**config.mk**
```make
export PLATFORM = sky130hd
export DESIGN_NAME = tboard_game_flat
export DESIGN_NICKNAME = d
export VERILOG_FILES = /design/src/rtl/tboard_pkg.sv /design/src/rtl/tboard_if.sv /design/src/rtl/tboard_win_detect.sv /design/src/rtl/tboard_game.sv /design/src/flat_wrapper.sv
export SDC_FILE = /design/constraint.sdc
export NUM_CORES = 1
export LEC_CHECK = 0
export ABC_AREA = 1
export CORE_ASPECT_RATIO = 0.75
export CORE_MARGIN = 5
export CORE_UTILIZATION = 40
export CTS_BUF_LIST = sky130_fd_sc_hd__clkbuf_8
export DETAILED_ROUTE_END_ITERATION = 8
export PLACE_DENSITY = 0.72
export SETUP_SLACK_MARGIN = 0.2
export SYNTH_ARGS = -nofsm -noshare
export SYNTH_HDL_FRONTEND = slang
export SYNTH_SLANG_ARGS = --single-unit
```
**constraint.sdc**
```tcl
create_clock -name clk -period 2.5 [get_ports clk]
set_clock_uncertainty 0.1 [all_clocks]
set_input_delay 0.5 -clock clk [delete_from_list [all_inputs] [get_ports clk]]
set_output_delay 0.5 -clock clk [all_outputs]
set_load 0.05 [all_outputs]
```
**src/rtl/tboard_pkg.sv**
```systemverilog
// Shared types and encodings for the N x N game board.
package tboard_pkg;

    typedef enum logic [1:0] {
        PLAY,
        CHECK,
        DONE
    } state_t;

    localparam logic [1:0] W_NONE = 2'b00;
    localparam logic [1:0] W_O    = 2'b01;
    localparam logic [1:0] W_X    = 2'b10;
    localparam logic [1:0] W_DRAW = 2'b11;

    localparam logic SYM_X = 1'b1;
    localparam logic SYM_O = 1'b0;

    // Line l of an n x n board: rows 0..n-1, columns n..2n-1,
    // then the main diagonal and the anti-diagonal.
    function automatic logic [63:0] line_mask(input int n, input int l);
        logic [63:0] m;
        m = '0;
        for (int i = 0; i < n; i++) begin
            if (l < n)
                m[l*n+i] = 1'b1;
            else if (l < 2 * n)
                m[i*n+(l-n)] = 1'b1;
            else if (l == 2 * n)
                m[i*n+i] = 1'b1;
            else
                m[i*n+(n-1-i)] = 1'b1;
        end
        return m;
    endfunction

endpackage

```
**src/rtl/tboard_if.sv**
```systemverilog
// Move request handshake between the input decoder and the board.
interface tboard_if #(
    parameter int N = 3
);
    localparam int CW = $clog2(N);

    logic          move_valid;
    logic [CW-1:0] move_row;
    logic [CW-1:0] move_col;
    logic          move_ready;
    logic          move_ok;
    logic          move_err;

    modport master (
        output move_valid, move_row, move_col,
        input  move_ready, move_ok, move_err
    );

    modport slave (
        input  move_valid, move_row, move_col,
        output move_ready, move_ok, move_err
    );

endinterface

```
**src/rtl/tboard_win_detect.sv**
```systemverilog
// Combinational N-in-a-row detector over all 2N+2 lines for one player.
module tboard_win_detect
    import tboard_pkg::*;
#(
    parameter int N = 3
) (
    input  logic [N*N-1:0] valid,
    input  logic [N*N-1:0] symbol,
    input  logic           player,
    output logic           win,
    output logic [N*N-1:0] win_mask
);
    localparam int NL = 2 * N + 2;

    logic [N*N-1:0] own;
    logic [NL-1:0]  hit;
    logic [N*N-1:0] hit_mask [NL];

    assign own = valid & (player == SYM_X ? symbol : ~symbol);

    for (genvar l = 0; l < NL; l++) begin : g_line
        localparam logic [63:0] M = line_mask(N, l);
        logic [N*N-1:0] m;
        assign m           = M[N*N-1:0];
        assign hit[l]      = (own & m) == m;
        assign hit_mask[l] = hit[l] ? m : '0;
    end

    always_comb begin
        win_mask = '0;
        for (int l = 0; l < NL; l++)
            win_mask = win_mask | hit_mask[l];
    end

    assign win = |hit;

endmodule

```
**src/rtl/tboard_game.sv**
```systemverilog
// N x N board with move handshake, X/O alternation and result FSM.
module tboard_game
    import tboard_pkg::*;
#(
    parameter int N = 3
) (
    input  logic           clk,
    input  logic           reset,
    input  logic           new_game,
    tboard_if.slave        mv,
    output logic [N*N-1:0] valid,
    output logic [N*N-1:0] symbol,
    output logic           turn,
    output logic           game_over,
    output logic [1:0]     winner,
    output logic [N*N-1:0] win_mask
);
    localparam int NN = N * N;
    localparam int CW = $clog2(N);
    localparam int IW = $clog2(NN);
    localparam int KW = $clog2(NN + 1);

    state_t         state, state_nx;
    logic [KW-1:0]  count;
    logic           ok_q, err_q, ready;
    logic [IW-1:0]  idx;
    logic [NN-1:0]  onehot;
    logic           in_range, legal, take, full;
    logic           det_win;
    logic [NN-1:0]  det_mask;

    assign in_range = ({1'b0, mv.move_row} < (CW + 1)'(N))
                   && ({1'b0, mv.move_col} < (CW + 1)'(N));
    assign idx      = IW'(mv.move_row) * IW'(N) + IW'(mv.move_col);
    assign onehot   = NN'(1) << idx;
    // onehot may alias a real cell when out of range, so gate it
    assign legal    = in_range && !(|(valid & onehot));
    assign take     = mv.move_valid && state == PLAY;
    assign full     = count == KW'(NN);

    tboard_win_detect #(.N(N)) u_win (
        .valid    (valid),
        .symbol   (symbol),
        .player   (turn),
        .win      (det_win),
        .win_mask (det_mask)
    );

    always_comb begin
        state_nx  = state;
        ready     = 1'b0;
        game_over = 1'b0;
        unique case (state)
            PLAY: begin
                ready = 1'b1;
                if (take && legal)
                    state_nx = CHECK;
            end
            CHECK: begin
                if (det_win || full)
                    state_nx = DONE;
                else
                    state_nx = PLAY;
            end
            DONE:    game_over = 1'b1;
            default: state_nx = PLAY;
        endcase
        if (new_game)
            state_nx = PLAY;
    end

    always_ff @(posedge clk or posedge reset) begin
        if (reset)
            state <= PLAY;
        else
            state <= state_nx;
    end

    always_ff @(posedge clk or posedge reset) begin
        if (reset) begin
            valid    <= '0;
            symbol   <= '0;
            turn     <= SYM_X;
            count    <= '0;
            ok_q     <= 1'b0;
            err_q    <= 1'b0;
            winner   <= W_NONE;
            win_mask <= '0;
        end else if (new_game) begin
            valid    <= '0;
            symbol   <= '0;
            turn     <= SYM_X;
            count    <= '0;
            ok_q     <= 1'b0;
            err_q    <= 1'b0;
            winner   <= W_NONE;
            win_mask <= '0;
        end else begin
            ok_q  <= 1'b0;
            err_q <= 1'b0;
            unique case (state)
                PLAY: begin
                    if (take && legal) begin
                        valid  <= valid | onehot;
                        symbol <= (symbol & ~onehot)
                                | (turn == SYM_X ? onehot : '0);
                        count  <= count + KW'(1);
                        ok_q   <= 1'b1;
                    end else if (take) begin
                        err_q <= 1'b1;
                    end
                end
                CHECK: begin
                    if (det_win) begin
                        winner   <= (turn == SYM_X) ? W_X : W_O;
                        win_mask <= det_mask;
                    end else if (full) begin
                        winner <= W_DRAW;
                    end else begin
                        turn <= ~turn;
                    end
                end
                default: ;
            endcase
        end
    end

    assign mv.move_ready = ready;
    assign mv.move_ok    = ok_q;
    assign mv.move_err   = err_q;

endmodule

```
**src/flat_wrapper.sv**
```systemverilog
// flat-port wrapper written by rule: the top's interface ports become plain ports
module tboard_game_flat import tboard_pkg::*;
#(
    parameter int N = 3
)
  (clk, reset, new_game, valid, symbol, turn, game_over, winner, win_mask, mv_move_valid, mv_move_row, mv_move_col, mv_move_ready, mv_move_ok, mv_move_err);
  tboard_if #(.N(N)) mv_i ();
  input  logic clk;
  input  logic reset;
  input  logic new_game;
  output logic [N*N-1:0] valid;
  output logic [N*N-1:0] symbol;
  output logic turn;
  output logic game_over;
  output logic [1:0] winner;
  output logic [N*N-1:0] win_mask;
  input wire logic [$bits(mv_i.move_valid)-1:0] mv_move_valid;
  input wire logic [$bits(mv_i.move_row)-1:0] mv_move_row;
  input wire logic [$bits(mv_i.move_col)-1:0] mv_move_col;
  output wire logic [$bits(mv_i.move_ready)-1:0] mv_move_ready;
  output wire logic [$bits(mv_i.move_ok)-1:0] mv_move_ok;
  output wire logic [$bits(mv_i.move_err)-1:0] mv_move_err;
  assign mv_i.move_valid = mv_move_valid;
  assign mv_i.move_row = mv_move_row;
  assign mv_i.move_col = mv_move_col;
  assign mv_move_ready = mv_i.move_ready;
  assign mv_move_ok = mv_i.move_ok;
  assign mv_move_err = mv_i.move_err;
  tboard_game #(.N(N)) u_core (.clk(clk), .reset(reset), .new_game(new_game), .mv(mv_i), .valid(valid), .symbol(symbol), .turn(turn), .game_over(game_over), .winner(winner), .win_mask(win_mask));
endmodule
```
==> flow_summary_export.csv <==
group,metric,value,unit
clock_tree,insertion_delay,300,ps
sta,tightest_slew,721,ps
detailed_routing,post_drt_via_cell_ratio,4.93,
setup_path,r2r-end,"u_core.win_mask[5]$_DFFE_PP0P_",
sta,grt_setup_unrepaired,"yes",
detailed_routing,first_pass_iters,4,
setup_path,crit_end,"u_core.symbol[3]$_DFFE_PP0P_",
setup_path,start_kind,"input pin",
clock_tree,clockBufferDepth,2,
cells_and_area,fillers,589,
setup_path,r2r_start,"u_core.turn$_DFFE_PP1P_",
clock_tree,htreeDepth,2,
hold_path,hold_path.class,"reg2reg",
setup_path,path_max_fanout,5,
setup_path,critPathCaptureType,"flop",
detailed_routing,vias,2441,
cells_and_area,nets,428,
setup_path,cp.buffers_inverters,7,
detailed_routing,drcViolationCount,0,
logic_synthesis,synth_area_leaders,"dfrtp_1 37%, nand2_1 16%, nand3_1 7.0%, inv_1 5.1%, nand3_2 4.8%",
logic_synthesis,syn_area_per_cell,7.41,um^2
sta,period_share,1.17,
cells_and_area,ff_latch_area,956,um^2
hold_path,holdPathStages,2,
placement,place_ws,-1490,ps
sta,fmax,341,MHz
logic_synthesis,synthesis.area,2510,um^2
logic_synthesis,async_reset_ff_frac,1.00,
setup_path,critPathLaunch,"mv_move_row[0]",
floorplanning,start_util,0.405,
logic_synthesis,synth-seq-cells,38,
power,static-leakage-power,1.72,nW
logic_synthesis,netlist.area_leader.share,0.369,
cells_and_area,multi_input_area,1450,um^2
power,power_density,524,nW/um^2
cells_and_area,synthToLayoutAreaGrowth,39.4,%
grt,grt_max_degree,39,
setup_path,path_depth,18,
clock_tree,cts_tree,"built",
setup_path,crit_path_max_incr_delay,580,ps
outcome,status,"complete, but fails checks",
setup_path,crit_family,"adder cells",
sta,fin_hold_ws,376,ps
floorplanning,io_pins,42,
sta,slew_viol_final,0,
placement,dp_hpwl,5010,um
clock_tree,holdBufCountCts,0,
logic_synthesis,yosysSeqAreaShare,0.379,
setup_path,rrSetupSlack,370,ps
grt,grt_overflow_total,0,
logic_synthesis,yosys.area.top_type,"dfrtp_1",
cells_and_area,final_util,0.565,
detailed_routing,first_iter_violations,78,
detailed_routing,ant_nets,0,
clock_tree,cts_sinks,38,
clock_tree,path_clk_slew,80,ps
setup_path,crit_slowest_cell,"fa_2",
clock_tree,root_buffer,"clkbuf_8",
logic_synthesis,syn_nets,354,
floorplanning,die_x,101,um
clock_tree,numCtsBuffers,5,
logic_synthesis,ys_top_cells_by_count,"107 x nand2_1, 37 x dfrtp_1, 35 x nand3_1, 34 x inv_1, 30 x nor2_1",
placement,place.gp.congestion,0.872,
logic_synthesis,synth_edf_count,0,
cells_and_area,fin_area,3500,um^2
setup_path,timing.critical_path.required,2590,ps
cells_and_area,drive_gt1_frac,0.268,
sta,period_minus_slack,2930,ps
setup_path,crit_chain,"buf_8 > inv_4 > fa_1 > inv_1 > ha_2 > fa_2 > inv_2 > nand2_2 > buf_4 > nor2_4 > nand2_2 > buf_4 > nand2_2 > nor2_2 > nand3_4 > buf_6 > nand3_2 > nand2_2",
detailed_routing,drt_wl_total,6770,um
power,peakVddDrop,0.437,mV
sta,hold_viol,0,
setup_path,worstSetupPathType,"in2reg",
logic_synthesis,synth_flop_cell,"dfrtp_1",
sta,slew_headroom,0.518,
logic_synthesis,ys_warn_count,0,
sta,layout_setup_ws,-429,ps
detailed_routing,drt-wirelength-per-cell,13.7,um
floorplanning,dieArea,7980,um^2
setup_path,reg2reg_depth,11,
placement,io_buffers,41,
sta,fin_setup_tns,-9980,ps
grt,antenna_found_initial,0,
floorplanning,die-height,78.6,um
sta,setup_viol,25,
grt,track_usage,0.178,
setup_path,crit_arrival,3020,ps
grt,grt_pass1_wl,11200,um
setup_path,cp_common_cell,"nand2_2",
outcome,failed_checks,"setup timing",
logic_synthesis,synth.distinct_cells,32,
floorplanning,rows,25,
logic_synthesis,synth_cells,339,
floorplanning,core_area,6190,um^2
placement,placed_area,3220,um^2
run,drv_cap,0,
logic_synthesis,post-synth-top-count-cell,"nand2_1",
grt,grt_pass1_vias,2349,
cells_and_area,diodes,0,
-- worst min-delay path, stage by stage (launching register included) --
cell and delay [ps]:
dfrtp_1 350, nand2_1 50, nand2_1 50
-- power by group --
group	switching [mW]	internal [mW]
Combinational	0.299	0.195
Sequential	0.0414	0.643
Clock	0.230	0.426
Total	0.570	1.26
-- worst min path at each step --
stage | from | to | slack, ps
floorplan | u_core.count[3]$_DFFE_PP0P_ | u_core.count[3]$_DFFE_PP0P_ | 420
global placement | u_core.win_mask[4]$_DFFE_PP0P_ | u_core.win_mask[4]$_DFFE_PP0P_ | 360
detailed placement | u_core.win_mask[0]$_DFFE_PP0P_ | u_core.win_mask[0]$_DFFE_PP0P_ | 360
CTS | u_core.win_mask[0]$_DFFE_PP0P_ | u_core.win_mask[0]$_DFFE_PP0P_ | 380
global route | u_core.win_mask[7]$_DFFE_PP0P_ | u_core.win_mask[7]$_DFFE_PP0P_ | 410
finish | u_core.win_mask[0]$_DFFE_PP0P_ | u_core.win_mask[0]$_DFFE_PP0P_ | 380
-- routing by layer --
metal  vias to the layer above  track usage  share of wire
met4                         0       0.0505          0.012
met1                      1134        0.257           0.48
met5                         -            0              0
met3                         9       0.0409          0.056
li1                       1234            -              -
met2                        64        0.265           0.45
-- flip-flops by register name, indices dropped and copies added, names as in the netlist --
register            flops
u_core.count            4
u_core.mv.move_err      1
u_core.mv.move_ok       1
u_core.state            2
u_core.symbol           9
u_core.turn             1
u_core.valid            9
u_core.win_mask         9
u_core.winner           2
-- what timing repair did --
item	CTS	global route
setup endpoints to repair	26	37
gates resized for setup	33	15
pin swaps	18	10
gates cloned	0	1
setup buffers	2	0
-- cells in the final DEF, fill, tap and decap left out, types with 2 or more instances in the layout --
cell type / instances
o21ai_2: 2
nand2_2: 8
nand4_1: 12
inv_1: 28
nand2_4: 3
buf_6: 4
clkbuf_8: 6
nand3_1: 27
ha_1: 4
nor2_1: 27
o2111ai_1: 2
a21oi_2: 4
dfrtp_1: 37
nand2_1: 103
inv_2: 6
o21ai_1: 2
o21ai_0: 10
nor2_4: 7
nand3_2: 20
nor3_1: 2
a21oi_1: 8
bufinv_16: 2
buf_4: 32
nor2_2: 6
clkdlybuf4s50_1: 35
-- layout make-up --
type                    count  share of cell area
clock buffers               6              0.0236
clock inverters             2              0.0172
inverters                  37              0.0425
multi-input cells         255               0.415
flip-flops and latches     38               0.273
well taps                  81              0.0290
repair buffers             76               0.199
-- cells by family after synthesis --
logic type      after synthesis  share of synthesized area
compound gates               28                     0.0663
xor+xnor                      3                     0.0135
fa+ha+maj                     7                     0.0409
buf+inv                      47                     0.0847
flops                        38                      0.379
simple gates                216                      0.416
-- stage by stage --
| stage | total power, mW | instances |
|---|---|---|
| after floorplan | 0.977 | 339 |
| after global placement | 1.14 | 484 |
| after detailed placement | 1.15 | 484 |
| after CTS | 1.83 | 494 |
| after global routing | 1.92 | 495 |
| final | 1.83 | 495 |
No activity file was read; power rests on OpenSTA's default activity.
